## src/rtl/debounce_sched.sv

```systemverilog
// Round-robin debounce scheduler: one shared settle counter qualifies KEYS raw inputs in turn.
// Define DEBOUNCE_SYNC_EN to insert a 2-flop synchronizer ahead of the sampled key vector.
module debounce_sched #(
    parameter int KEYS  = 4,
    parameter int END   = 15,
    parameter int WIDTH = 4,
    localparam int IW   = (KEYS > 1) ? $clog2(KEYS) : 1
) (
    input  logic            clk,
    input  logic            rst,
    input  logic [KEYS-1:0] key_raw,
    output logic [KEYS-1:0] key_level,
    output logic [KEYS-1:0] key_press,
    output logic [KEYS-1:0] key_release,
    output logic            busy,
    output logic [IW-1:0]   cur_key
);

    typedef enum logic {IDLE, SETTLE} state_t;

    state_t           state_q, state_d;
    logic [KEYS-1:0]  level_q, level_d;
    logic [KEYS-1:0]  press_q, press_d;
    logic [KEYS-1:0]  release_q, release_d;
    logic [WIDTH-1:0] cnt_q, cnt_d;
    logic [IW-1:0]    ptr_q, ptr_d;
    logic [IW-1:0]    sel_q, sel_d;

    logic [KEYS-1:0]  s;
    logic [KEYS-1:0]  mism;
    logic             found;
    logic [IW-1:0]    found_idx;
    logic [IW-1:0]    sel_next;
    logic             sel_mism;
    logic             at_end;

`ifdef DEBOUNCE_SYNC_EN
    logic [KEYS-1:0] sync1_q, sync2_q;

    always_ff @(posedge clk) begin
        if (rst) begin
            sync1_q <= '0;
            sync2_q <= '0;
        end else begin
            sync1_q <= key_raw;
            sync2_q <= sync1_q;
        end
    end

    assign s = sync2_q;
`else
    assign s = key_raw;
`endif

    assign mism     = s ^ level_q;
    assign sel_mism = mism[sel_q];
    assign at_end   = (cnt_q == WIDTH'(END));
    assign sel_next = (sel_q == IW'(KEYS - 1)) ? '0 : sel_q + 1'b1;

    // First mismatched key in rotated order ptr, ptr+1, ... (mod KEYS)
    always_comb begin
        logic [IW-1:0] idx;
        found     = 1'b0;
        found_idx = ptr_q;
        idx       = '0;
        for (int unsigned i = 0; i < KEYS; i++) begin
            idx = IW'((32'(ptr_q) + i) % KEYS);
            if (!found && mism[idx]) begin
                found     = 1'b1;
                found_idx = idx;
            end
        end
    end

    always_ff @(posedge clk) begin
        if (rst) state_q <= IDLE;
        else     state_q <= state_d;
    end

    always_comb begin
        state_d = state_q;
        case (state_q)
            IDLE:    if (found) state_d = SETTLE;
            SETTLE:  if (!sel_mism || at_end) state_d = IDLE;
            default: state_d = IDLE;
        endcase
    end

    always_comb begin
        level_d   = level_q;
        press_d   = '0;
        release_d = '0;
        cnt_d     = cnt_q;
        ptr_d     = ptr_q;
        sel_d     = sel_q;
        case (state_q)
            IDLE: begin
                if (found) begin
                    sel_d = found_idx;
                    cnt_d = '0;
                end
            end
            SETTLE: begin
                if (!sel_mism) begin
                    ptr_d = sel_next;
                end else if (at_end) begin
                    level_d[sel_q] = ~level_q[sel_q];
                    if (level_q[sel_q]) release_d[sel_q] = 1'b1;
                    else                press_d[sel_q]   = 1'b1;
                    ptr_d = sel_next;
                end else begin
                    cnt_d = cnt_q + 1'b1;
                end
            end
            default: ;
        endcase
    end

    always_ff @(posedge clk) begin
        if (rst) begin
            level_q   <= '0;
            press_q   <= '0;
            release_q <= '0;
            cnt_q     <= '0;
            ptr_q     <= '0;
            sel_q     <= '0;
        end else begin
            level_q   <= level_d;
            press_q   <= press_d;
            release_q <= release_d;
            cnt_q     <= cnt_d;
            ptr_q     <= ptr_d;
            sel_q     <= sel_d;
        end
    end

    always_comb begin
        busy        = (state_q == SETTLE);
        cur_key     = sel_q;
        key_level   = level_q;
        key_press   = press_q;
        key_release = release_q;
    end

endmodule

```

## config.mk

```make
export PLATFORM = sky130hd
export DESIGN_NAME = debounce_sched
export DESIGN_NICKNAME = d
export VERILOG_FILES = /design/src/rtl/debounce_sched.sv
export SDC_FILE = /design/constraint.sdc
export NUM_CORES = 1
export LEC_CHECK = 0
export ABC_AREA = 1
export BUFFER_PORTS_ARGS = -buffer_cell sky130_fd_sc_hd__buf_2
export CAP_MARGIN = 10
export CORE_ASPECT_RATIO = 0.5
export CORE_MARGIN = 3
export CORE_UTILIZATION = 45
export CTS_BUF_LIST = sky130_fd_sc_hd__clkbuf_2 sky130_fd_sc_hd__clkbuf_4 sky130_fd_sc_hd__clkbuf_8
export CTS_CLUSTER_SIZE = 30
export DETAILED_ROUTE_END_ITERATION = 12
export GPL_ROUTABILITY_DRIVEN = 0
export PLACE_DENSITY_LB_ADDON = 0.12
export SLEW_MARGIN = 40
export SYNTH_ARGS = -nofsm -noshare
export SYNTH_HDL_FRONTEND = slang
export SYNTH_SLANG_ARGS = --single-unit
```

## constraint.sdc

```tcl
create_clock -name clk -period 1.4 [get_ports clk]
set_clock_uncertainty 0.05 [all_clocks]
set_input_delay 0.21 -clock clk [delete_from_list [all_inputs] [get_ports clk]]
set_output_delay 0.21 -clock clk [all_outputs]
set_load 0.1 [all_outputs]
```

**Yosys cells after proc, flatten, opt, wreduce, memory -nomap -nowiden**

Index checks and enable logic that the tools add are counted.

- Output and inout bits: 15
- Input port bits: 6
- Word-level logic and storage cells: 76
- Register bits: 21

- Magnitude comparators: 6
- Mux-type cells: 32
- Reductions and logical operators: 15
- Bitwise operators: 5
- Add/sub/neg operators: 5
- Equal/unequal tests: 6

Operator list:

| cell | number |
|---|---|
| $lt 2x3->1 const B | 5 |
| $mux 1 | 13 |
| $bmux 1 s2 | 6 |
| $mux 2 | 6 |
| $mux 4 | 3 |
| $reduce_or 5->1 | 2 |
| $pmux 4 s2 | 1 |
| $reduce_and 3->1 | 2 |
| $add 2x1->2 const B | 2 |
| $add 2x2->2 const B | 2 |
| $add 4x1->4 const B | 1 |
| $bwmux 4 | 1 |
| $eq 4x4->1 const B | 1 |
| $logic_and 1x1->1 | 4 |
| $logic_not 1->1 | 4 |
| $ne 2x1->1 const B | 2 |
| $ne 2x2->1 const B | 2 |
| $not 1->1 | 4 |
| $reduce_and 2->1 | 2 |
| $xor 4x4->4 | 1 |
| $demux 1 s2 | 1 |
| $eq 2x2->1 const B | 1 |
| $ge 2x1->1 const B | 1 |
| $pmux 1 s2 | 1 |
| $logic_or 1x1->1 | 1 |

**Logic depth before layout (Yosys ltp)**

Gate-level depths: netlist (run 1).

- Word-level depth: 15
- Depth in mapped cells: 13
- Gate-level depth less buffers: 13

**Worst setup path before layout (run 1)**

OpenSTA, ideal clock, no wires.

- Path kind: register to register
- Start point: reg sel_q[0] (netlist: cur_key[0])
- End point: reg level_q[3] (netlist: key_level[3])
- Arrival time: 2.101 ns
- Required time: 1.229 ns
- Cell stages (with the launch flop): 9
- Slack: -0.872 ns
- Path through: dfxtp_1 -> buf_4 -> inv_2 -> o211ai_2 -> nand3_2 -> nor2_4 -> nand2_2 -> o21ai_1 -> a21oi_1

- Word-level cells in the longest chain between the ends: 5

Ends and longest elaborated chain:

| what | line | text |
|---|---|---|
| start, declared | 27 | `logic [IW-1:0] sel_q, sel_d;` |
| start signal, assigned | 133 | `sel_q <= sel_d;` |
| $lt 2x3->1 (not written as such) / $ge 2x1->1 (equally long branches) | 107 | `level_d[sel_q] = ~level_q[sel_q];` |
| $logic_and 1x1->1 (not written as such) | 107 |  |
| $mux 1 (not written as such) | 107 |  |
| $demux 1 s2 | 107 |  |
| $bwmux 4 | 107 |  |
| end signal, assigned | 128 | `level_q <= level_d;` |
| end, declared | 22 | `logic [KEYS-1:0] level_q, level_d;` |

Several ways; a longest one is shown, not always the timed one. The select of a mux whose other input is x is not followed.
A chain may end at the register's enable or synchronous reset.

**Worst setup path after layout (run 1)**

- Start point: reg level_q[3] (netlist: key_level[3])
- End point: reg level_q[3] (netlist: key_level[3])

- Word-level cells in the longest chain between the ends: 4

Ends and longest elaborated chain:

| what | line |
|---|---|
| $xor 4x4->4 / $bmux 1 s2 (equally long branches) | 55, 107 |
| $bmux 1 s2 / $mux 1 (equally long branches) | 56, 107 |
| $mux 1 (not written as such) / $not 1->1 (equally long branches) | n/a |
| $reduce_and 3->1 (no source line) / $bwmux 4 (equally long branches) | n/a |

Several ways; a longest one is shown, not always the timed one. The select of a mux whose other input is x is not followed.

==> metrics.md, run 1 <==
| Metric | Value |
|---|---|
| Worst-path clk slew | `0.08 ns` |
| CTS max path bufs | `2` |
| Fin crit period | `1.577 ns` |
| Critical path class | `flop to flop` |
| CP cell instances | `inv_4 -> nand2_4 -> nand2_4 -> o211ai_4 -> nand3_4 -> nor2_4 -> nand2_4 -> o21ai_2 -> a21oi_1` |
| GR peak layer | `met2` |
| CTS H-Tree Depth | `1` |
| CTS tree | `yes` |
| Slew @ Worst Pin | `0.4906 ns` |
| Distinct cell type count after synthesis | `26` |
| Failing checks | `setup timing` |
| Final wirelength | `3347 µm` |
| Cells after synthesis | `174` |
| Hold Vio Cnt, Final | `0` |
| I/O Buffers | `20` |
| Iteration-0 DRC Markers | `60` |
| Initial Util | `51.67%` |
| Number of synthesized flops with an enable pin | `0` |
| Die area | `0.003462 mm²` |
| Final core utilization | `80.78%` |
| P per Cell Area | `1875 mW/mm²` |
| Via-per-instance ratio | `5.096` |
| Most frequent CP cell | `nand2_4` |
| M2 GR Usage | `34.87%` |
| Most frequent cell after synthesis | `nand2_1` |
| Mapped Area | `0.001241 mm²` |
| Primary FF master, synth | `dfxtp_1` |
| Vias in the first global route | `1226` |
| Grt ovf | `0` |
| Synth area leader | `dfxtp_1` |
| Worst slack, placed | `-0.1717 ns` |
| Largest stage delay on the critical path | `0.38 ns` |
| Status | `finished with violations` |
| Post-DP Area | `0.001624 mm²` |
| Power Total | `3.639 mW` |
| P&R area growth vs syn | `56.35%` |
| RSZ-0062 raised after global routing | `yes` |
| Max Cap Violations | `0` |
| CTS sink count | `21` |
| Delay-heaviest family, CP | `simple AND/OR/NAND/NOR gates` |
| Top cells by area, synth | `dfxtp_1 (34%), nand2_1 (13%), nand3_1 (11%)` |
| Routed WL per cell | `13.33 µm` |
| WP buf/inv | `1` |
| Relative slew slack | `67.52%` |
| Hold WS | `0.1405 ns` |
| Startpoint types | `flop` |
| Maximum clock rate | `634.1 MHz` |
| Post-synth top cells | `nand2_1 (44), nand3_1 (27), dfxtp_1 (21)` |
| Crit Path Max Fanout | `6` |
| Largest net degree at the start of global routing | `13` |
| Arrival @ worst endpoint | `1.69 ns` |
| Initial antenna violation count | `0` |
| # IOs | `21` |
| CTS buffer count | `3` |
| Post-synthesis sequential area ratio | `33.87%` |
| Via count | `1279` |
| 1st-pass router iterations | `4` |
| Hold-fix buffers, CTS | `0` |
| First-pass GRT wire length | `5692 µm` |
| ANT nets after route | `0` |
| Yosys warnings | `0` |
| Final setup fails | `21` |
| Final #Nets | `228` |
| Setup ws final | `-0.1771 ns` |
| Setup crit end kind | `flop` |
| Clock latency at the later pin of the worst-skew pair | `0.26 ns` |
| Synth top area share | `33.87%` |
| Share of layout cells above drive strength 1 | `55.56%` |
| Data required, critical path | `1.51 ns` |
| Async S/R FF share, synth | `0%` |
| Die Ht | `43.14 µm` |
| Detailed Place HPWL | `2297 µm` |
| Design Area, Final | `0.001941 mm²` |
| Peak supply drop | `1.078 mV` |
| GRT Util Overall | `21.17%` |
| Syn_nets | `185` |
| Die width | `80.27 µm` |
| Yosys reg bits | `21` |
| Met1 usage | `27.74%` |
| P_leak | `0.9173 nW` |
| # DRC | `0` |
| Met3 Use GR | `6.356%` |
| Final Max Tran Viols | `0` |
| Syn avg cell area | `7.133 µm²` |
| CTS Root Buffer Type | `clkbuf_8` |
| Ant diodes | `0` |
| Row Count | `12` |
| Core Area | `0.002402 mm²` |
| Min-delay worst type | `primary input to flop` |
| Fin crit share | `112.6%` |
| Slowest CP cell | `dfxtp_4` |
-- final cells by class --
| class | count | area (µm²) |
|---|---|---|
| multi-input cells | 130 | 949.7 |
| fillers | 167 | 461.7 |
| flip-flops and latches | 21 | 446.7 |
| repair buffers | 42 | 372.9 |
| inverters | 19 | 81.33 |
| well taps | 35 | 43.79 |
| clock buffers | 3 | 41.29 |
| clock inverters | 1 | 5.005 |
-- worst register-to-register path, cell delays in order (launching register included) --
cell,delay (ns)
dfxtp_4,0.38
inv_4,0.04
nand2_4,0.07
nand2_4,0.05
o211ai_4,0.20
nand3_4,0.10
nor2_4,0.26
nand2_4,0.12
o21ai_2,0.13
a21oi_1,0.05
-- layer usage --
layer | up-vias | part of all wire (%)
met5 | - | 0
met4 | 0 | 0.60
met3 | 5 | 6.3
met2 | 33 | 46
met1 | 590 | 47
li1 | 651 | -
-- final timing paths --
path,start,to,slack [ns],cells past startpoint
setup reg to reg,key_level[3],key_level[3],-0.18,9
hold / removal,rst,busy,0.14,2
setup / recovery,key_level[3],key_level[3],-0.18,9
hold reg to reg,cnt_q[3],cnt_q[3],0.47,2
-- sequential cells by signal (all words and copies together), names as in the netlist --
register	flops
busy	1
key_level	4
key_press	4
ptr_q	2
cnt_q	4
key_release	4
cur_key	2
-- cell families (layout without fill, tap and decap cells) --
logic type               Yosys count  after routing  share of synthesized area (%)
adder cells (fa/ha/maj)            5              5                          5.040
flip-flops                        21             21                          33.87
AO/OA/AOI/OAI                     19             19                          8.265
XOR/XNOR                           3              3                          2.722
AND/OR/NAND/NOR                  103            103                          41.53
buffers and inverters             23             65                          8.568
-- what timing repair did --
action                                  4_1_cts  5_1_grt
endpoints found under the hold margin         0        0
setup buffers                                 2        1
resized for setup                            37       17
endpoints found under the setup margin       15       21
pin swaps                                    14        8
cloned                                        1        0
-- power breakdown --
group	total, mW	leakage (nW)	switching, mW	internal, mW
clock network	0.399	0.0255	0.200	0.199
registers	0.904	0.176	0.200	0.703
logic	2.34	0.716	1.36	0.973
-- placed cells by master, fill, tap and decap left out --
cell,count
a21oi_1,8
a21oi_2,3
buf_12,5
buf_2,15
buf_4,19
buf_6,2
bufbuf_16,1
clkbuf_8,3
clkinv_2,1
dfxtp_1,12
dfxtp_2,3
dfxtp_4,6
ha_1,5
inv_1,13
inv_2,3
inv_4,2
inv_6,1
nand2_1,26
nand2_2,18
nand2_4,9
nand3_1,15
nand3_2,13
nand3_4,2
nand4_1,2
nand4_4,2
nor2_1,8
nor2_2,5
nor2_4,2
o211ai_4,1
o21ai_0,2
o21ai_1,4
o21ai_2,1
or2_2,1
xnor2_4,1
xor2_1,1
xor2_4,1
-- per-stage QoR --
step,instances,setup TNS (ns)
floorplan,174,-2.747
global placement,243,-0.4857
detailed placement,243,-1.053
CTS,250,-0.8678
global route,251,-4.307
finish,251,-2.153
Power figures use the tool's default switching activity.
==> inputs of run 2 (changes only) <==
--- a/config.mk
+++ b/config.mk
@@ -20,3 +20,4 @@
 export SYNTH_ARGS = -nofsm -noshare
 export SYNTH_HDL_FRONTEND = slang
 export SYNTH_SLANG_ARGS = --single-unit
+export TNS_END_PERCENT = 50
==> constraint.sdc (replaced) <==
create_clock -name clk -period 2 [get_ports clk]
set_clock_uncertainty 0.05 [all_clocks]
set_input_delay 0.4 -clock clk [delete_from_list [all_inputs] [get_ports clk]]
set_output_delay 0.4 -clock clk [all_outputs]
set_load 0.1 [all_outputs]
==> run 2 against run 1 <==
Compared with the run above:
- the flow now finishes without violations
- first-iteration DRC count grew 6.7%
- hold slack gained 0.19 ns
- clock power shrank 29%
- critical path depth grew 2
- count of clock-buffer cells in the layout is the same
- sequential power shrank 35%
- largest cell class unchanged
- largest power group unchanged
==> metrics.md, run 2 (synthesized netlist as in run 1, its figures left out) <==
| Metric | Value |
|---|---|
| Status | `completed (was finished with violations)` |
| Most frequent CP cell | `nand2_1 (was nand2_4)` |
| CTS buffer count | `3 (unchanged)` |
| Startpoint types | `flop (unchanged)` |
| P&R area growth vs syn | `14.52% (was 56.35%)` |
| RSZ-0062 raised after global routing | `no (was yes)` |
| Worst r2r path cells | `11 (was 9)` |
| ANT nets after route | `0 (unchanged)` |
| Power Total | `1.892 mW (was 3.639 mW)` |
| Vias in the first global route | `992 (was 1226)` |
| Hold WS | `0.3279 ns (was 0.1405 ns)` |
| Commonest non-fill, non-tap cells in the layout | `nand2_1 (44), nand3_1 (27), buf_2 (20), inv_1 (16), dfxtp_1 (15) (was nand2_1 (26), buf_4 (19), nand2_2 (18), nand3_1 (15), buf_2 (15))` |
| # DRC | `0 (unchanged)` |
| Clk pwr share | `15.1% (was 11.0%)` |
| Switching power | `970.1 µW (was 1.765 mW)` |
| Clock latency at the later pin of the worst-skew pair | `0.26 ns (about the same)` |
| WP buf/inv | `1 (unchanged)` |
| WHS Endpoint | `cnt_q[3] (was busy)` |
| Internal power | `921.7 µW (was 1.875 mW)` |
| Data required, critical path | `2.11 ns (was 1.51 ns)` |
| Max Cap Violations | `0 (unchanged)` |
| Hold-fix buffers, CTS | `0 (unchanged)` |
| CTS H-Tree Depth | `1 (unchanged)` |
| Final core utilization | `59.17% (was 80.78%)` |
| Via count | `1144 (was 1279)` |
| Relative slew slack | `67.61% (was 67.52%)` |
| Via-per-instance ratio | `4.952 (was 5.096)` |
| Fin crit share | `83.88% (was 112.6%)` |
| Final #Nets | `208 (was 228)` |
| Arrival @ worst endpoint | `1.79 ns (was 1.69 ns)` |
| Worst hold path cell count | `2 (unchanged)` |
| Final Max Tran Viols | `0 (unchanged)` |
| Ant diodes | `0 (unchanged)` |
| 1st-pass router iterations | `4 (unchanged)` |
| Share of layout cells above drive strength 1 | `27.55% (was 55.56%)` |
| CTS tree | `yes (unchanged)` |
| P_leak | `0.7023 nW (was 0.9173 nW)` |
| Sequential share of power | `31.1% (was 24.8%)` |
| Detailed Place HPWL | `2134 µm (was 2297 µm)` |
| Hold Vio Cnt, Final | `0 (unchanged)` |
| Setup TNS | `0 ns (was -2.153 ns)` |
| P per Cell Area | `1331 mW/mm² (was 1875 mW/mm²)` |
| Critical path class | `flop to flop (unchanged)` |
| Initial antenna violation count | `0 (unchanged)` |
| Fin crit period | `1.678 ns (was 1.577 ns)` |
| CTS sink count | `21 (unchanged)` |
| Post-CTS Setup Bufs | `0 (was 2)` |
| Worst-path clk slew | `0.08 ns (about the same)` |
| FF-to-FF End | `cur_key[1] (was key_level[3])` |
| Design Area, Final | `0.001421 mm² (was 0.001941 mm²)` |
| Core Area | `0.002402 mm² (unchanged)` |
| I/O Buffers | `20 (unchanged)` |
| Comb pwr share | `53.8% (was 64.2%)` |
| # IOs | `21 (unchanged)` |
| Commonest non-fill, non-tap cell in the layout | `nand2_1 (unchanged)` |
| Final setup fails | `0 (was 21)` |
| Min-delay worst type | `primary input to flop (unchanged)` |
| Routed WL per cell | `11.69 µm (was 13.33 µm)` |
| R2R setup slack | `0.32 ns (was -0.18 ns)` |
| Die Ht | `43.14 µm (unchanged)` |
| Slowest CP cell | `dfxtp_1 (was dfxtp_4)` |
| Crit Path Max Fanout | `7 (was 6)` |
| Die width | `80.27 µm (unchanged)` |
| Die area | `0.003462 mm² (unchanged)` |
| Switching Fraction | `51.28% (was 48.49%)` |
| Grt ovf | `0 (unchanged)` |
| Iteration-0 DRC Markers | `64 (was 60)` |
| Setup crit end kind | `flop (unchanged)` |
| HP Start | `rst (unchanged)` |
| First-pass GRT wire length | `4574 µm (was 5692 µm)` |
| GRT Util Overall | `17.03% (was 21.17%)` |
| Peak supply drop | `0.9218 mV (was 1.078 mV)` |
| Slew @ Worst Pin | `0.4892 ns (was 0.4906 ns)` |
| Largest stage delay on the critical path | `0.47 ns (was 0.38 ns)` |
| FF-to-FF Start | `ptr_q[0] (was key_level[3])` |
| Post-DP Area | `0.001373 mm² (was 0.001624 mm²)` |
| # resized after CTS | `0 (was 37)` |
| Delay-heaviest family, CP | `simple AND/OR/NAND/NOR gates (unchanged)` |
| Initial Util | `51.67% (unchanged)` |
| Final wirelength | `2700 µm (was 3347 µm)` |
| CTS Root Buffer Type | `clkbuf_8 (unchanged)` |
| CTS max path bufs | `2 (unchanged)` |
| Largest net degree at the start of global routing | `14 (was 13)` |
| CP cell instances | `buf_4 -> xnor2_1 -> nand3_1 -> nand2_2 -> nand2_1 -> nor2_2 -> nand3_2 -> nand2_1 -> nand2_1 -> nand3_1 -> nand2_1 (was inv_4 -> nand2_4 -> nand2_4 -> o211ai_4 -> nand3_4 -> nor2_4 -> nand2_4 -> o21ai_2 -> a21oi_1)` |
| Maximum clock rate | `596.1 MHz (was 634.1 MHz)` |
| Row Count | `12 (unchanged)` |
==> run 2: cell count changes in the layout (fill, tap and decap cells not counted), sizes merged <==
| cell | delta |
|---|---|
| clkinvlp | +1 |
| buf | -19 |
| bufbuf | -1 |
| clkinv | -1 |
==> run 2: power by group through the flow <==
| stage | registers, mW | logic, mW | clock network, mW |
|---|---|---|---|
| 4_1_cts | 0.590 | 1.02 | 0.296 |
| 3_3_place_gp | 0.596 | 1.01 | 0 |
| 6_report | 0.588 | 1.02 | 0.285 |
| 3_5_place_dp | 0.601 | 1.01 | 0 |
| 2_1_floorplan | 0.754 | 0.699 | 0 |
| 5_1_grt | 0.607 | 1.13 | 0.313 |
==> run 2: metal layers <==
metal / global-route usage, % / routed length [µm] / part of all wire (%)
met5: 0 / 0 / 0
met4: 3.030 / 20 / 0.74
met3: 4.449 / 90 / 3.3
met2: 24.51 / 1061 / 39
met1: 25.31 / 1528 / 57
==> run 2: final cells by class <==
class                      instances  area [µm²]
sequential                        21       427.9
fill                             248       980.9
multi-input combinational        130       714.4
clock buffer                       3       41.29
clock inverter                     1       7.507
timing repair buffer              22       115.1
inverter                          19       71.32
tap                               35       43.79
==> run 2: metrics by stage <==
| stage | worst slack (ns) | instances |
|---|---|---|
| after floorplan | 0.08306 | 174 |
| after global placement | 0.3281 | 227 |
| after CTS | 0.3107 | 231 |
| after detailed placement | 0.3238 | 227 |
| after global routing | 0.1049 | 231 |
| final | 0.3224 | 231 |
==> run 2: worst max-delay path by stage <==
stage	startpoint	end	cells after the start
2_1_floorplan	cur_key[0]	key_level[3]	8
3_3_place_gp	key_raw[3]	key_level[3]	9
3_5_place_dp	ptr_q[0]	cur_key[1]	11
4_1_cts	ptr_q[0]	cur_key[1]	11
5_1_grt	ptr_q[0]	cur_key[1]	11
6_report	ptr_q[0]	cur_key[1]	11
==> inputs of run 3 (changes only) <==
==> constraint.sdc (replaced) <==
create_clock -name clk -period 1.6 [get_ports clk]
set_clock_uncertainty 0.05 [all_clocks]
set_input_delay 0.32 -clock clk [delete_from_list [all_inputs] [get_ports clk]]
set_output_delay 0.32 -clock clk [all_outputs]
set_load 0.1 [all_outputs]
==> run 3 against run 2 <==
Compared with the run above:
- register-to-register slack got worse by 0.23 ns
- first-iteration DRC count is 19% lower
- clock power up 21%
- critical path depth is 10 lower
- routed wire length rose by 6.0%
- flip-flop and latch count unchanged
- final area up 5.5%
==> metrics.md, run 3 (synthesized netlist as in run 1, its figures left out) <==
| Metric | Value |
|---|---|
| Status | `completed (unchanged)` |
| CTS sink count | `21 (unchanged)` |
| Largest stage delay on the critical path | `0.46 ns (was 0.47 ns)` |
| Detailed Place HPWL | `2224 µm (was 2134 µm)` |
| Startpoint types | `flop (unchanged)` |
| Commonest non-fill, non-tap cell in the layout | `nand2_1 (unchanged)` |
| Setup TNS | `0 ns (unchanged)` |
| # IOs | `21 (unchanged)` |
| # DRC | `0 (unchanged)` |
| Delay-heaviest family, CP | `buffers and inverters (was simple AND/OR/NAND/NOR gates)` |
| P_leak | `0.7389 nW (was 0.7023 nW)` |
| Final #Nets | `211 (was 208)` |
| FF-to-FF End | `key_level[3] (was cur_key[1])` |
| WL met1 | `1532 µm (was 1528 µm)` |
| Max Cap Violations | `0 (unchanged)` |
| Placed cell count | `230 (was 227)` |
| Worst r2r path cells | `6 (was 11)` |
| Ant diodes | `0 (unchanged)` |
| 1st-pass router iterations | `4 (unchanged)` |
| Final wirelength | `2863 µm (was 2700 µm)` |
| Slew @ Worst Pin | `0.4885 ns (was 0.4892 ns)` |
| Final Max Tran Viols | `0 (unchanged)` |
| Worst slack, placed | `-0.05114 ns (was 0.3238 ns)` |
| Die width | `80.27 µm (unchanged)` |
| CTS Root Buffer Type | `clkbuf_8 (unchanged)` |
| Commonest non-fill, non-tap cells in the layout | `nand2_1 (42), nand3_1 (24), buf_2 (20), inv_1 (14), nor2_1 (13) (was nand2_1 (44), nand3_1 (27), buf_2 (20), inv_1 (16), dfxtp_1 (15))` |
| Slowest CP cell | `buf_2 (was dfxtp_1)` |
| Initial antenna violation count | `0 (unchanged)` |
| CP cell instances | `buf_2 (was buf_4 -> xnor2_1 -> nand3_1 -> nand2_2 -> nand2_1 -> nor2_2 -> nand3_2 -> nand2_1 -> nand2_1 -> nand3_1 -> nand2_1)` |
| Via count | `1155 (was 1144)` |
| Routed WL per cell | `12.24 µm (was 11.69 µm)` |
| Hold Vio Cnt, Final | `0 (unchanged)` |
| Setup ws final | `0.06686 ns (was 0.3224 ns)` |
| Final core utilization | `62.40% (was 59.17%)` |
| CTS buffer count | `3 (unchanged)` |
| Peak supply drop | `0.9094 mV (was 0.9218 mV)` |
| P per Cell Area | `1680 mW/mm² (was 1331 mW/mm²)` |
| Hold WS | `0.2608 ns (was 0.3279 ns)` |
| CTS max path bufs | `2 (unchanged)` |
| Initial Util | `51.67% (unchanged)` |
| First-pass GRT wire length | `4864 µm (was 4574 µm)` |
| Critical path class | `flop to output pin (was flop to flop)` |
| CP Capture Point | `busy (was cur_key[1])` |
| DR WL met3 | `121 µm (was 90 µm)` |
| Worst-path clk slew | `0.08 ns (about the same)` |
| Core Area | `0.002402 mm² (unchanged)` |
| R2R setup slack | `0.09 ns (was 0.32 ns)` |
| Die area | `0.003462 mm² (unchanged)` |
| Iteration-0 DRC Markers | `52 (was 64)` |
| RSZ-0062 raised after global routing | `yes (was no)` |
| ANT nets after route | `0 (unchanged)` |
| Highest Signal Layer | `met4 (unchanged)` |
| Row Count | `12 (unchanged)` |
| Clock latency at the later pin of the worst-skew pair | `0.26 ns (about the same)` |
| Data required, critical path | `1.23 ns (was 2.11 ns)` |
| FF-to-FF Start | `cnt_q[0] (was ptr_q[0])` |
| CP Depth | `1 (was 11)` |
| Met2 Wirelength | `1199 µm (was 1061 µm)` |
| GRT Util Overall | `17.86% (was 17.03%)` |
| Final setup fails | `0 (unchanged)` |
| Setup crit end kind | `output pin (was flop)` |
| Worst hold path cell count | `2 (unchanged)` |
| CTS H-Tree Depth | `1 (unchanged)` |
| Via-per-instance ratio | `4.936 (was 4.952)` |
| Crit Path Max Fanout | `7 (unchanged)` |
| P&R area growth vs syn | `20.77% (was 14.52%)` |
| CTS tree | `yes (unchanged)` |
| I/O Buffers | `20 (unchanged)` |
| Die Ht | `43.14 µm (unchanged)` |
| WP buf/inv | `1 (unchanged)` |
| Largest net degree at the start of global routing | `13 (was 14)` |
| Maximum clock rate | `652.3 MHz` |
| Min-delay worst type | `primary input to flop (unchanged)` |
| Fin crit period | `1.533 ns` |
| Vias in the first global route | `1033 (was 992)` |
| Share of layout cells above drive strength 1 | `33.67% (was 27.55%)` |
| Relative slew slack | `67.66% (was 67.61%)` |
| CP startpoint | `busy (was ptr_q[0])` |
| Arrival @ worst endpoint | `1.16 ns (was 1.79 ns)` |
| Grt ovf | `0 (unchanged)` |
| Fin crit share | `95.82%` |
| Finished Layout Cells | `234 (was 231)` |
run 3: cell type report:
class	instances	area, µm²
fillers	229	903.4
clock inverters	1	5.005
repair buffers	25	137.6
inverters	19	78.83
clock buffers	3	41.29
well taps	35	43.79
multi-input cells	130	743.2
flip-flops and latches	21	449.2
run 3: repair_timing:
item	CTS	global route
hold buffers	0	0
setup endpoints to repair	6	11
pin swaps	0	1
resized for setup	1	10
setup buffers	0	0
run 3: per-stage QoR:
stage               total power [mW]  cell area (µm²)
CTS                            2.488             1473
floorplan                      1.866             1282
detailed placement             2.132             1425
global route                   2.719             1499
global placement               2.118             1425
finish                         2.518             1499
run 3: power by group:
| part | total [mW] | internal, mW | switching, mW |
|---|---|---|---|
| Sequential | 0.795 | 0.619 | 0.176 |
| Combinational | 1.38 | 0.442 | 0.937 |
| Clock | 0.344 | 0.173 | 0.171 |
| Total | 2.52 | 1.23 | 1.28 |
run 3: worst min-delay path by stage:
stage | slack [ns] | endpoint | from
floorplan | 0.33 | busy | rst
global placement | 0.43 | cnt_q[0] | cnt_q[0]
detailed placement | 0.44 | cnt_q[1] | cnt_q[1]
CTS | 0.25 | busy | rst
global route | 0.26 | busy | rst
finish | 0.26 | busy | rst
run 3: per-layer routing:
layer	GRT usage, %	vias up
li1	-	618
met1	27.05	515
met2	25.66	20
met3	3.814	2
met4	3.367	0
met5	0	-
